### config.mk
export PLATFORM = sky130hd
export DESIGN_NAME = temp_conv_pipe
export DESIGN_NICKNAME = d
export VERILOG_FILES = /design/src/rtl/temp_conv_pipe.sv
export SDC_FILE = /design/constraint.sdc
export NUM_CORES = 1
export LEC_CHECK = 0
export CORE_AREA = 3 3 134 136
export CTS_CLUSTER_SIZE = 20
export DETAILED_ROUTE_END_ITERATION = 10
export DIE_AREA = 0 0 137 139
export PLACE_DENSITY = 0.87
export SLEW_MARGIN = 5
export SYNTH_ARGS = -nofsm -noshare
export SYNTH_HDL_FRONTEND = slang
export SYNTH_SLANG_ARGS = --single-unit
### constraint.sdc
create_clock -name clk -period 9.8 [get_ports clk]
set_clock_uncertainty 0.1 [all_clocks]
set_input_delay 1.96 -clock clk [delete_from_list [all_inputs] [get_ports clk]]
set_output_delay 1.96 -clock clk [all_outputs]
set_load 0.01 [all_outputs]
### src/rtl/temp_conv_pipe.sv
// TMP36-class ADC code to Celsius/Fahrenheit (x10) converter: three-stage valid/ready
// pipeline with sticky per-channel alarms; per-channel min/max tracking when TEMP_MINMAX_EN is defined.
module temp_conv_pipe #(
    parameter int ADC_W     = 10,
    parameter int VREF_MV   = 5000,
    parameter int NUM_CH    = 4,
    parameter int CH_W      = 2,
    parameter int ALARM_X10 = 400
) (
    input  logic              clk,
    input  logic              rst,
    input  logic              in_valid,
    output logic              in_ready,
    input  logic [ADC_W-1:0]  in_code,
    input  logic [CH_W-1:0]   in_chan,
    output logic              out_valid,
    input  logic              out_ready,
    output logic [CH_W-1:0]   out_chan,
    output logic [15:0]       out_c_x10,
    output logic [15:0]       out_f_x10,
    output logic [NUM_CH-1:0] alarm,
    input  logic [NUM_CH-1:0] alarm_clr,
    input  logic [CH_W-1:0]   rd_chan,
    output logic [15:0]       rd_min_x10,
    output logic [15:0]       rd_max_x10
);

    localparam int MV_W   = 13;
    localparam int PROD_W = ADC_W + MV_W;
    localparam logic signed [15:0] ALARM_S  = 16'(ALARM_X10);
    localparam logic signed [15:0] MIN_INIT = 16'sh7FFF;
    localparam logic signed [15:0] MAX_INIT = 16'sh8000;

    genvar gi;

    logic                     advance;
    logic                     s1_valid_reg;
    logic [MV_W-1:0]          s1_mv_reg;
    logic [CH_W-1:0]          s1_chan_reg;
    logic                     s2_valid_reg;
    logic signed [15:0]       s2_c_reg;
    logic [CH_W-1:0]          s2_chan_reg;
    logic                     out_valid_reg;
    logic [CH_W-1:0]          out_chan_reg;
    logic signed [15:0]       out_c_reg;
    logic signed [15:0]       out_f_reg;
    logic [NUM_CH-1:0]        alarm_reg;
    logic [NUM_CH-1:0]        alarm_set;
    logic [NUM_CH-1:0]        alarm_next;

    // Every stage moves together; a stalled output freezes the whole pipe.
    assign advance  = !out_valid_reg || out_ready;
    assign in_ready = advance;

    // S1: code -> millivolts, full-width product then truncating shift.
    logic [PROD_W-1:0] s1_prod;
    logic [MV_W-1:0]   s1_mv_next;
    assign s1_prod    = PROD_W'(in_code) * PROD_W'(VREF_MV);
    assign s1_mv_next = MV_W'(s1_prod >> ADC_W);

    // S2: remove the 500 mV sensor offset; result is tenths of a degree C.
    logic signed [15:0] s2_c_next;
    assign s2_c_next = $signed({{(16-MV_W){1'b0}}, s1_mv_reg}) - 16'sd500;

    // S3: Fahrenheit via signed divide, which truncates toward zero.
    logic signed [19:0] s3_c_ext;
    logic signed [19:0] s3_c9;
    logic signed [19:0] s3_q;
    logic signed [15:0] s3_f;
    logic               s3_load;
    assign s3_c_ext = {{4{s2_c_reg[15]}}, s2_c_reg};
    assign s3_c9    = s3_c_ext * 20'sd9;
    assign s3_q     = s3_c9 / 20'sd5;
    assign s3_f     = 16'(s3_q + 20'sd320);
    assign s3_load  = advance && s2_valid_reg;

    always_ff @(posedge clk or posedge rst) begin
        if (rst) begin
            s1_valid_reg  <= 1'b0;
            s1_mv_reg     <= '0;
            s1_chan_reg   <= '0;
            s2_valid_reg  <= 1'b0;
            s2_c_reg      <= '0;
            s2_chan_reg   <= '0;
            out_valid_reg <= 1'b0;
            out_chan_reg  <= '0;
            out_c_reg     <= '0;
            out_f_reg     <= '0;
        end else if (advance) begin
            s1_valid_reg  <= in_valid;
            s2_valid_reg  <= s1_valid_reg;
            out_valid_reg <= s2_valid_reg;
            if (in_valid) begin
                s1_mv_reg   <= s1_mv_next;
                s1_chan_reg <= in_chan;
            end
            if (s1_valid_reg) begin
                s2_c_reg    <= s2_c_next;
                s2_chan_reg <= s1_chan_reg;
            end
            if (s2_valid_reg) begin
                out_chan_reg <= s2_chan_reg;
                out_c_reg    <= s2_c_reg;
                out_f_reg    <= s3_f;
            end
        end
    end

    // Channel tags >= NUM_CH match no generated index, so they never set an alarm.
    for (gi = 0; gi < NUM_CH; gi++) begin : g_alarm
        assign alarm_set[gi] = s3_load && (s2_chan_reg == CH_W'(gi)) && (s2_c_reg >= ALARM_S);
    end

    // Set dominates a same-cycle clear.
    assign alarm_next = (alarm_reg & ~alarm_clr) | alarm_set;

    always_ff @(posedge clk or posedge rst) begin
        if (rst) begin
            alarm_reg <= '0;
        end else begin
            alarm_reg <= alarm_next;
        end
    end

    assign out_valid = out_valid_reg;
    assign out_chan  = out_chan_reg;
    assign out_c_x10 = out_c_reg;
    assign out_f_x10 = out_f_reg;
    assign alarm     = alarm_reg;

`ifdef TEMP_MINMAX_EN
    logic signed [15:0] min_rd [2**CH_W];
    logic signed [15:0] max_rd [2**CH_W];

    // Unused tag codes read back the initial values.
    for (gi = 0; gi < 2**CH_W; gi++) begin : g_mm
        if (gi < NUM_CH) begin : g_ch
            logic               hit;
            logic signed [15:0] min_reg;
            logic signed [15:0] max_reg;
            logic signed [15:0] min_base;
            logic signed [15:0] max_base;
            logic signed [15:0] min_next;
            logic signed [15:0] max_next;

            // A clear restarts tracking; a result arriving on the same edge is its first entry.
            assign hit      = s3_load && (s2_chan_reg == CH_W'(gi));
            assign min_base = alarm_clr[gi] ? MIN_INIT : min_reg;
            assign max_base = alarm_clr[gi] ? MAX_INIT : max_reg;
            assign min_next = (hit && (s2_c_reg < min_base)) ? s2_c_reg : min_base;
            assign max_next = (hit && (s2_c_reg > max_base)) ? s2_c_reg : max_base;

            always_ff @(posedge clk or posedge rst) begin
                if (rst) begin
                    min_reg <= MIN_INIT;
                    max_reg <= MAX_INIT;
                end else begin
                    min_reg <= min_next;
                    max_reg <= max_next;
                end
            end

            assign min_rd[gi] = min_reg;
            assign max_rd[gi] = max_reg;
        end else begin : g_pad
            assign min_rd[gi] = MIN_INIT;
            assign max_rd[gi] = MAX_INIT;
        end
    end

    assign rd_min_x10 = min_rd[rd_chan];
    assign rd_max_x10 = max_rd[rd_chan];
`else
    logic unused_rd;
    assign unused_rd  = ^rd_chan;
    assign rd_min_x10 = '0;
    assign rd_max_x10 = '0;
`endif

endmodule

==> results of run 1 <==
-- layout make-up --
class | instances | area share, %
inverters | 66 | 2.14
clock inverters | 6 | 0.606
clock buffers | 10 | 1.98
repair buffers | 229 | 16.5
flip-flops and latches | 70 | 15.2
well taps | 225 | 2.43
multi-input cells | 905 | 61.1
-- placed cells by master (no fill, tap or decap), types with 15 or more instances in the layout --
| master | n |
|---|---|
| o21ai_0 | 69 |
| fa_1 | 16 |
| nand3_1 | 23 |
| nor3_1 | 22 |
| nand2_1 | 133 |
| xor2_1 | 35 |
| nand4_1 | 15 |
| ha_1 | 73 |
| clkdlybuf4s50_1 | 59 |
| inv_1 | 64 |
| xnor2_1 | 37 |
| conb_1 | 32 |
| buf_4 | 165 |
| dfrtp_1 | 69 |
| a21oi_1 | 43 |
| nor2_1 | 79 |
-- per-layer routing --
layer,vias to the layer above,track usage (%)
met5,-,0
met4,0,8.88
met3,89,2.36
met2,439,43.6
met1,4309,33.2
li1,4261,-
-- logic make-up (layout without fill, tap and decap cells) --
group,count (synthesis),in the layout,synth area share (%)
other,1,32,0.0423
muxes,13,13,1.57
AOI/OAI and AO/OA,299,299,25.2
buffers and inverters,141,311,7.97
adders and majority gates,101,101,15.7
and+or+nand+nor,373,374,20.7
DFF,70,70,19.7
xor gates and xnor gates,86,86,9.12
-- critical path, delay by kind of cell (launching register included) --
kind	cells	cell delay, ps
AO/OA/AOI/OAI	19	4970
AND/OR/NAND/NOR	7	1570
adder cells (fa/ha/maj)	5	1400
XOR/XNOR	2	480
flip-flops	1	420
buffers and inverters	3	350
multiplexers	1	260
-- repair_timing --
action | in CTS | in global routing
resized for setup | 15 | 84
endpoints found under the setup margin | 3 | 9
buffers inserted | 6 | 25
hold endpoints to repair | 0 | 0
gates cloned | 0 | 1
pin swaps | 6 | 60
-- path summary, 6_finish.rpt --
path                                     startpoint                         end  slack (ps)  depth (start not counted)
min                        s1_mv_reg[0]$_DFFE_PP0P_    s1_mv_reg[0]$_DFFE_PP0P_         380                          2
max in group asynchronous                       rst     s2_c_reg[3]$_DFFE_PP0P_        6850                          3
max                         s2_c_reg[4]$_DFFE_PP0P_   out_f_x10[14]$_DFFE_PP0P_         150                         37
min in group asynchronous                       rst  s1_chan_reg[1]$_DFFE_PP0P_        2110                          3
min reg2reg                s1_mv_reg[0]$_DFFE_PP0P_    s1_mv_reg[0]$_DFFE_PP0P_         380                          2
max reg2reg                 s2_c_reg[4]$_DFFE_PP0P_   out_f_x10[14]$_DFFE_PP0P_         150                         37
-- through the flow --
| step | setup TNS [ps] | hold WS, ps | setup slack [ps] | instances | area [um^2] |
|---|---|---|---|---|---|
| after floorplan | 0 | 346 | 246 | 1115 | 8990 |
| after detailed placement | -244 | 362 | -137 | 1463 | 10500 |
| after global placement | -37.9 | 358 | -37.9 | 1463 | 10500 |
| after global routing | -482 | 394 | -125 | 1511 | 11600 |
| final | 0 | 375 | 149 | 1511 | 11600 |
| after CTS | 0 | 376 | 73.2 | 1485 | 10900 |
==> impl_metrics.env, run 1 <==
export IMPL_outcome="finished clean"
export IMPL_numCtsBuffers=9
export IMPL_ios=94
export IMPL_period_minus_slack_ps=9650
export IMPL_antenna_cells=0
export IMPL_fp_dieW_um=137
export IMPL_fill_cells=1241
export IMPL_ys_types=113
export IMPL_arrival_ps=9820
export IMPL_drc=0
export IMPL_port_buffers=59
export IMPL_postRouteAntennaNets=0
export IMPL_initial_core_util_pct=52.0
export IMPL_dr_pass1_iters=5
export IMPL_viasPerCell=6.02
export IMPL_synth_warnings=0
export IMPL_synthFlopType="dfrtp_1"
export IMPL_largest_reg_flops=16
export IMPL_dr_wl_met2_mm=13.3
export IMPL_utilization_pct=67.8
export IMPL_clk_path_buf_depth=2
export IMPL_insertion_delay_ps=350
export IMPL_grt_start_max_net_pins=71
export IMPL_area_growth_pct=30.3
export IMPL_hp_class="flop to flop"
export IMPL_maxSlewViolCount=0
export IMPL_drtIter0Drc=924
export IMPL_slew_headroom_pct=32.3
export IMPL_maxCapViolCount=0
export IMPL_highest_layer="met4"
export IMPL_ys_ff_latch=70
export IMPL_dpl_hpwl_mm=18.4
export IMPL_root_buffer="clkbuf_16"
export IMPL_tritoncts="built"
export IMPL_max_freq_ghz=0.104
export IMPL_crit_type="flop to flop"
export IMPL_core_area_mm2=0.0171
export IMPL_grt_usage_pct=25.4
export IMPL_nets=1403
export IMPL_clock_sinks=70
export IMPL_seq_area_mm2=0.00175
export IMPL_yosysMostFrequentCell="nand2_1"
export IMPL_syn_avg_cell_area_um2=8.19
export IMPL_routedWlPerCell_um=17.5
export IMPL_gp_routability_congestion=0.964
export IMPL_final_period_utilization_pct=98.5
export IMPL_setup_violations=0
export IMPL_grt_pass1_vias=8546
export IMPL_routed_wl_mm=26.4
export IMPL_yosysTopAreaCellShare_pct=19.7
export IMPL_syn_instance_count=1084
export IMPL_crit_path_end_kind="flop"
export IMPL_start_kind="flop"
export IMPL_cp_slowest_cell="or4_4"
export IMPL_ctsHoldBuffers=0
export IMPL_synth_seq_area_share_pct=19.7
export IMPL_grt_pass1_wl_mm=40.6
export IMPL_multi_input_area_mm2=0.00707
export IMPL_antenna_found_initial=0
export IMPL_fp_dieH_um=139
export IMPL_worst_endpoint_required_ps=9970
export IMPL_htree_levels=3
export IMPL_worst_pin_slew_ps=1010
export IMPL_synthTopCellsByCount="nand2_1 (134), ha_1 (83), nor2_1 (83)"
export IMPL_overflow=0
export IMPL_met1_length_mm=10.8
export IMPL_hold_viol=0
export IMPL_drive_above_1_share_pct=24.4
export IMPL_cpPeakStageDelay_ps=540
export IMPL_synth_top_area_cell="dfrtp_1"
export IMPL_clkTransAtPathRegs_ps=60
export IMPL_die_area_mm2=0.0190
export IMPL_crit_fanout=5
export IMPL_ys_async_sr_fraction_pct=100
export IMPL_vias=9098
export IMPL_syn_area_mm2=0.00887
export IMPL_synthTopCellsByArea="dfrtp_1 (20%), ha_1 (12%), nand2_1 (5.7%)"
export IMPL_fp_row_count=48
export IMPL_synth_edf_count=0
export IMPL_wl_met3_mm=1.47
Power of run 1 is left out: the tool's default activity adds up to more than one toggle a clock period on the data nets, which glitch-free logic cannot reach.
==> run 2, diff against run 1 <==
Settings changed: CORE_AREA 3 3 134 136 to 3 3 132 134, DIE_AREA 0 0 137 139 to 0 0 135 137, PLACE_DENSITY 0.87 to 0.86, SKIP_CTS_REPAIR_TIMING from default to 1.
Clock period 9.8 ns to 10.1 ns, I/O delays scaled along.
==> run 2 against run 1 <==
  * Clock-buffer cell count rose by 1
  * Setup slack better by 45 ps
  * Non-clock buffer count decreased by 71
  * Highest routed layer unchanged
  * Utilization down 0.83 points
  * Fmax decreased by 2.6%
  * Die area shrank 2.9%
  * Cell area shrank 5.0%
  * Global-route usage decreased by 0.40 points
  * Sequential share of layout area up 0.78 points
  * Via count shrank 4.3%
  * Register-to-register slack better by 50 ps
  * Critical endpoint unchanged
  * Flip-flop and latch count unchanged
==> impl_metrics.env, run 2 (same netlist as run 1, synthesis figures left out) <==
export IMPL_drtIter0Drc=675
export IMPL_insertion_delay_ps=340
export IMPL_start_kind="flop"
export IMPL_cp_slowest_cell="or4_4"
export IMPL_antenna_found_initial=0
export IMPL_core_area_mm2=0.0164
export IMPL_postRouteAntennaNets=0
export IMPL_grt_pass1_wl_mm=38.5
export IMPL_hp_class="flop to flop"
export IMPL_dp_cells=1386
export IMPL_clkTransAtPathRegs_ps=60
export IMPL_fp_dieH_um=137
export IMPL_period_minus_slack_ps=9910
export IMPL_vias=8711
export IMPL_drive_above_1_share_pct=20.1
export IMPL_routed_wl_mm=24.7
export IMPL_htree_levels=3
export IMPL_tritoncts="built"
export IMPL_initial_core_util_pct=54.1
export IMPL_dr_pass1_iters=5
export IMPL_hold_viol=0
export IMPL_viasPerCell=6.07
export IMPL_slew_headroom_pct=27.6
export IMPL_layout_common_cells="nand2_1 (134), buf_4 (95), nor2_1 (77)"
export IMPL_dpl_hpwl_mm=17.8
export IMPL_fp_row_count=47
export IMPL_max_freq_ghz=0.101
export IMPL_maxCapViolCount=0
export IMPL_fill_cells=1252
export IMPL_numCtsBuffers=9
export IMPL_arrival_ps=10070
export IMPL_worst_endpoint_required_ps=10270
export IMPL_stdcell_count=1435
export IMPL_area_growth_pct=23.8
export IMPL_crit_type="flop to flop"
export IMPL_crit_family="compound AO/OA/AOI/OAI gates"
export IMPL_clk_path_buf_depth=2
export IMPL_maxSlewViolCount=0
export IMPL_grt_start_max_net_pins=71
export IMPL_crit_path_end_kind="flop"
export IMPL_rrSetupSlack_ps=190
export IMPL_outcome="finished clean"
export IMPL_drc=0
export IMPL_crit_fanout=6
export IMPL_cp_num_buf_inv=4
export IMPL_gp_routability_congestion=0.996
export IMPL_antenna_cells=0
export IMPL_final_common_cell="nand2_1"
export IMPL_fp_dieW_um=135
export IMPL_cpPeakStageDelay_ps=540
export IMPL_nets=1332
export IMPL_worst_pin_slew_ps=1080
export IMPL_grt_usage_pct=25.0
export IMPL_largest_reg_flops=16
export IMPL_routedWlPerCell_um=17.2
export IMPL_root_buffer="clkbuf_16"
export IMPL_setup_violations=0
export IMPL_final_period_utilization_pct=98.1
export IMPL_port_buffers=59
export IMPL_grt_pass1_vias=8064
export IMPL_overflow=0
export IMPL_ios=94
export IMPL_die_area_mm2=0.0185
export IMPL_clock_sinks=70
## run 2: cell count changes in the layout (fill, tap and decap cells not counted), sizes merged
cell	delta
buf	-71
clkbuf	+1
clkinv	-1
clkinvlp	+1
inv	-1
nand2	-1
o31a	+1
## run 2: metal layers
metal / track usage, % / wire length (um) / vias up
met5: 0 / 0 / -
met4: 9.29 / 916 / 0
met3: 2.10 / 1130 / 80
met2: 43.6 / 12200 / 335
met1: 32.5 / 10400 / 4178
li1: - / - / 4118
## run 2: worst min-delay path: stages (launching register included)
cell     delay, ps
dfrtp_1        340
nand2_1         40
o21ai_0         60
## run 2: area by class of cell
| cell class | instances | area (um^2) | area share, % |
|---|---|---|---|
| clock buffer | 11 | 233 | 2.12 |
| clock inverter | 5 | 60.1 | 0.547 |
| inverter | 66 | 248 | 2.26 |
| multi-input combinational | 905 | 7030 | 64.0 |
| sequential | 70 | 1750 | 15.9 |
| tap | 220 | 275 | 2.51 |
| timing repair buffer | 158 | 1380 | 12.6 |
## run 2: path summary, 6_finish.rpt
path	startpoint	end	cells past startpoint
max in group asynchronous	rst	s2_c_reg[11]$_DFFE_PP0P_	3
min in group asynchronous	rst	s1_chan_reg[1]$_DFFE_PP0P_	3
setup reg to reg	s2_c_reg[1]$_DFFE_PP0P_	out_f_x10[14]$_DFFE_PP0P_	42
hold reg to reg	out_f_x10[12]$_DFFE_PP0P_	out_f_x10[12]$_DFFE_PP0P_	2
setup / recovery	s2_c_reg[1]$_DFFE_PP0P_	out_f_x10[14]$_DFFE_PP0P_	42
hold / removal	out_f_x10[12]$_DFFE_PP0P_	out_f_x10[12]$_DFFE_PP0P_	2
## run 2: through the flow
| stage | setup TNS [ps] | util [%] | cell area [um^2] | hold slack, ps | worst slack, ps |
|---|---|---|---|---|---|
| final | 0 | 67.0 | 11000 | 375 | 194 |
| after global routing | -529 | 67.0 | 11000 | 410 | -143 |
| after CTS | -114 | 62.1 | 10200 | 382 | -88.5 |
| after detailed placement | -26.3 | 60.3 | 9900 | 369 | -26.3 |
| after global placement | 0 | 60.3 | 9900 | 360 | 207 |
| after floorplan | 0 | - | 8990 | 346 | 546 |
Power of run 2 is left out for the same reason.
==> run 3, diff against run 2 <==
Settings changed: PLACE_DENSITY 0.86 to 0.76.
==> run 3 against run 2 <==
  * Setup slack worse by 38 ps
  * Clock-buffer cell count down 2
  * Cell count increased by 1.0%
  * Cell area rose by 0.82%
  * Register-to-register slack got worse by 40 ps
  * Sequential share of layout area fell by 0.12 points
  * Worst hold slack better by 5.6 ps
==> impl_metrics.env, run 3 (same netlist as run 1, synthesis figures left out) <==
export IMPL_setup_slack_ps=156
export IMPL_grt_usage_pct=23.7
export IMPL_holdPathEnd="out_c_x10[3]$_DFFE_PP0P_"
export IMPL_initial_core_util_pct=54.1
export IMPL_vias=8514
export IMPL_crit_path_end_kind="flop"
export IMPL_reg2regPathDepth=41
export IMPL_largest_reg_flops=16
export IMPL_routed_wl_mm=23.4
export IMPL_tritoncts="built"
export IMPL_fp_dieH_um=137
export IMPL_crit_top_cell="buf_4"
export IMPL_antenna_cells=0
export IMPL_hold_viol=0
export IMPL_grt_start_max_net_pins=71
export IMPL_period_minus_slack_ps=9940
export IMPL_routedWlPerCell_um=16.2
export IMPL_crit_type="flop to flop"
export IMPL_dpl_hpwl_mm=17.3
export IMPL_die_area_mm2=0.0185
export IMPL_worst_pin_slew_ps=980
export IMPL_area_growth_pct=24.8
export IMPL_insertion_delay_ps=330
export IMPL_htree_levels=3
export IMPL_final_common_cell="nand2_1"
export IMPL_fp_dieW_um=135
export IMPL_outcome="finished clean"
export IMPL_grt_pass1_wl_mm=36.6
export IMPL_drtIter0Drc=709
export IMPL_dr_pass1_iters=5
export IMPL_drive_above_1_share_pct=21.6
export IMPL_numCtsBuffers=9
export IMPL_root_buffer="clkbuf_16"
export IMPL_fp_row_count=47
export IMPL_min_delay_path_depth=2
export IMPL_grt_pass1_vias=7560
export IMPL_cpPeakStageDelay_ps=490
export IMPL_gp_routability_congestion=0.927
export IMPL_nets=1348
export IMPL_rrSetupSlack_ps=160
export IMPL_clk_path_buf_depth=2
export IMPL_arrival_ps=10110
export IMPL_setup_violations=0
export IMPL_drc=0
export IMPL_max_freq_ghz=0.101
export IMPL_start_kind="flop"
export IMPL_slew_headroom_pct=34.5
export IMPL_antenna_found_initial=0
export IMPL_maxSlewViolCount=0
export IMPL_hp_class="flop to flop"
export IMPL_reg2reg_to="out_f_x10[11]$_DFFE_PP0P_"
export IMPL_postRouteAntennaNets=0
export IMPL_ios=94
export IMPL_crit_start="s2_c_reg[1]$_DFFE_PP0P_"
export IMPL_worst_endpoint_required_ps=10270
export IMPL_core_area_mm2=0.0164
export IMPL_overflow=0
export IMPL_crit_fanout=7
export IMPL_reg2reg_from="s2_c_reg[1]$_DFFE_PP0P_"
export IMPL_min_from="out_c_x10[3]$_DFFE_PP0P_"
export IMPL_viasPerCell=5.87
export IMPL_cp_slowest_cell="o41ai_1"
export IMPL_dp_worst_setup_slack_ps=-68.3
export IMPL_maxCapViolCount=0
export IMPL_whs_ps=381
export IMPL_clkTransAtPathRegs_ps=60
export IMPL_port_buffers=59
export IMPL_final_period_utilization_pct=98.5
export IMPL_layout_common_cells="nand2_1 (134), buf_4 (114), nor2_1 (77)"
export IMPL_clock_sinks=70
run 3: layout make-up:
class                      count  area (um^2)
multi-input combinational    905         7050
sequential                    70         1750
clock inverter                 6         63.8
fill                        1285         5330
tap                          220          275
clock buffer                   9          225
timing repair buffer         174         1460
inverter                      66          248
run 3: stage by stage:
step	TNS, ps	utilization (%)	std cells	instance area (um^2)
global route	-997	67.5	1450	11100
finish	0	67.5	1450	11100
CTS	-374	62.2	1403	10200
global placement	0	60.4	1388	9910
floorplan	0	-	1115	8990
detailed placement	-68.3	60.4	1388	9910
run 3: per-layer routing:
layer	vias up	part of all wire (%)	track usage (%)
met1	4095	44	31.3
met3	43	3.5	1.88
met5	-	0	0
li1	4150	-	-
met2	226	51	41.9
met4	0	2.2	6.27
run 3: critical path: cells and delay by family, from the launching register on:
kind	cells	cell delay [ps]
XOR/XNOR	2	580
adder cells (fa/ha/maj)	4	1050
flip-flops	1	420
AND/OR/NAND/NOR	5	1590
buffers and inverters	8	1200
AO/OA/AOI/OAI	22	4930
run 3: worst max-delay path by stage:
stage	to	slack (ps)	cells past startpoint
6_report	out_f_x10[11]$_DFFE_PP0P_	160	41
5_1_grt	out_f_x10[11]$_DFFE_PP0P_	-190	41
4_1_cts	out_f_x10[14]$_DFFE_PP0P_	-180	39
3_5_place_dp	out_f_x10[14]$_DFFE_PP0P_	-70	39
3_3_place_gp	out_f_x10[14]$_DFFE_PP0P_	90	37
2_1_floorplan	out_f_x10[14]$_DFFE_PP0P_	550	42
Power of run 3 is left out for the same reason.
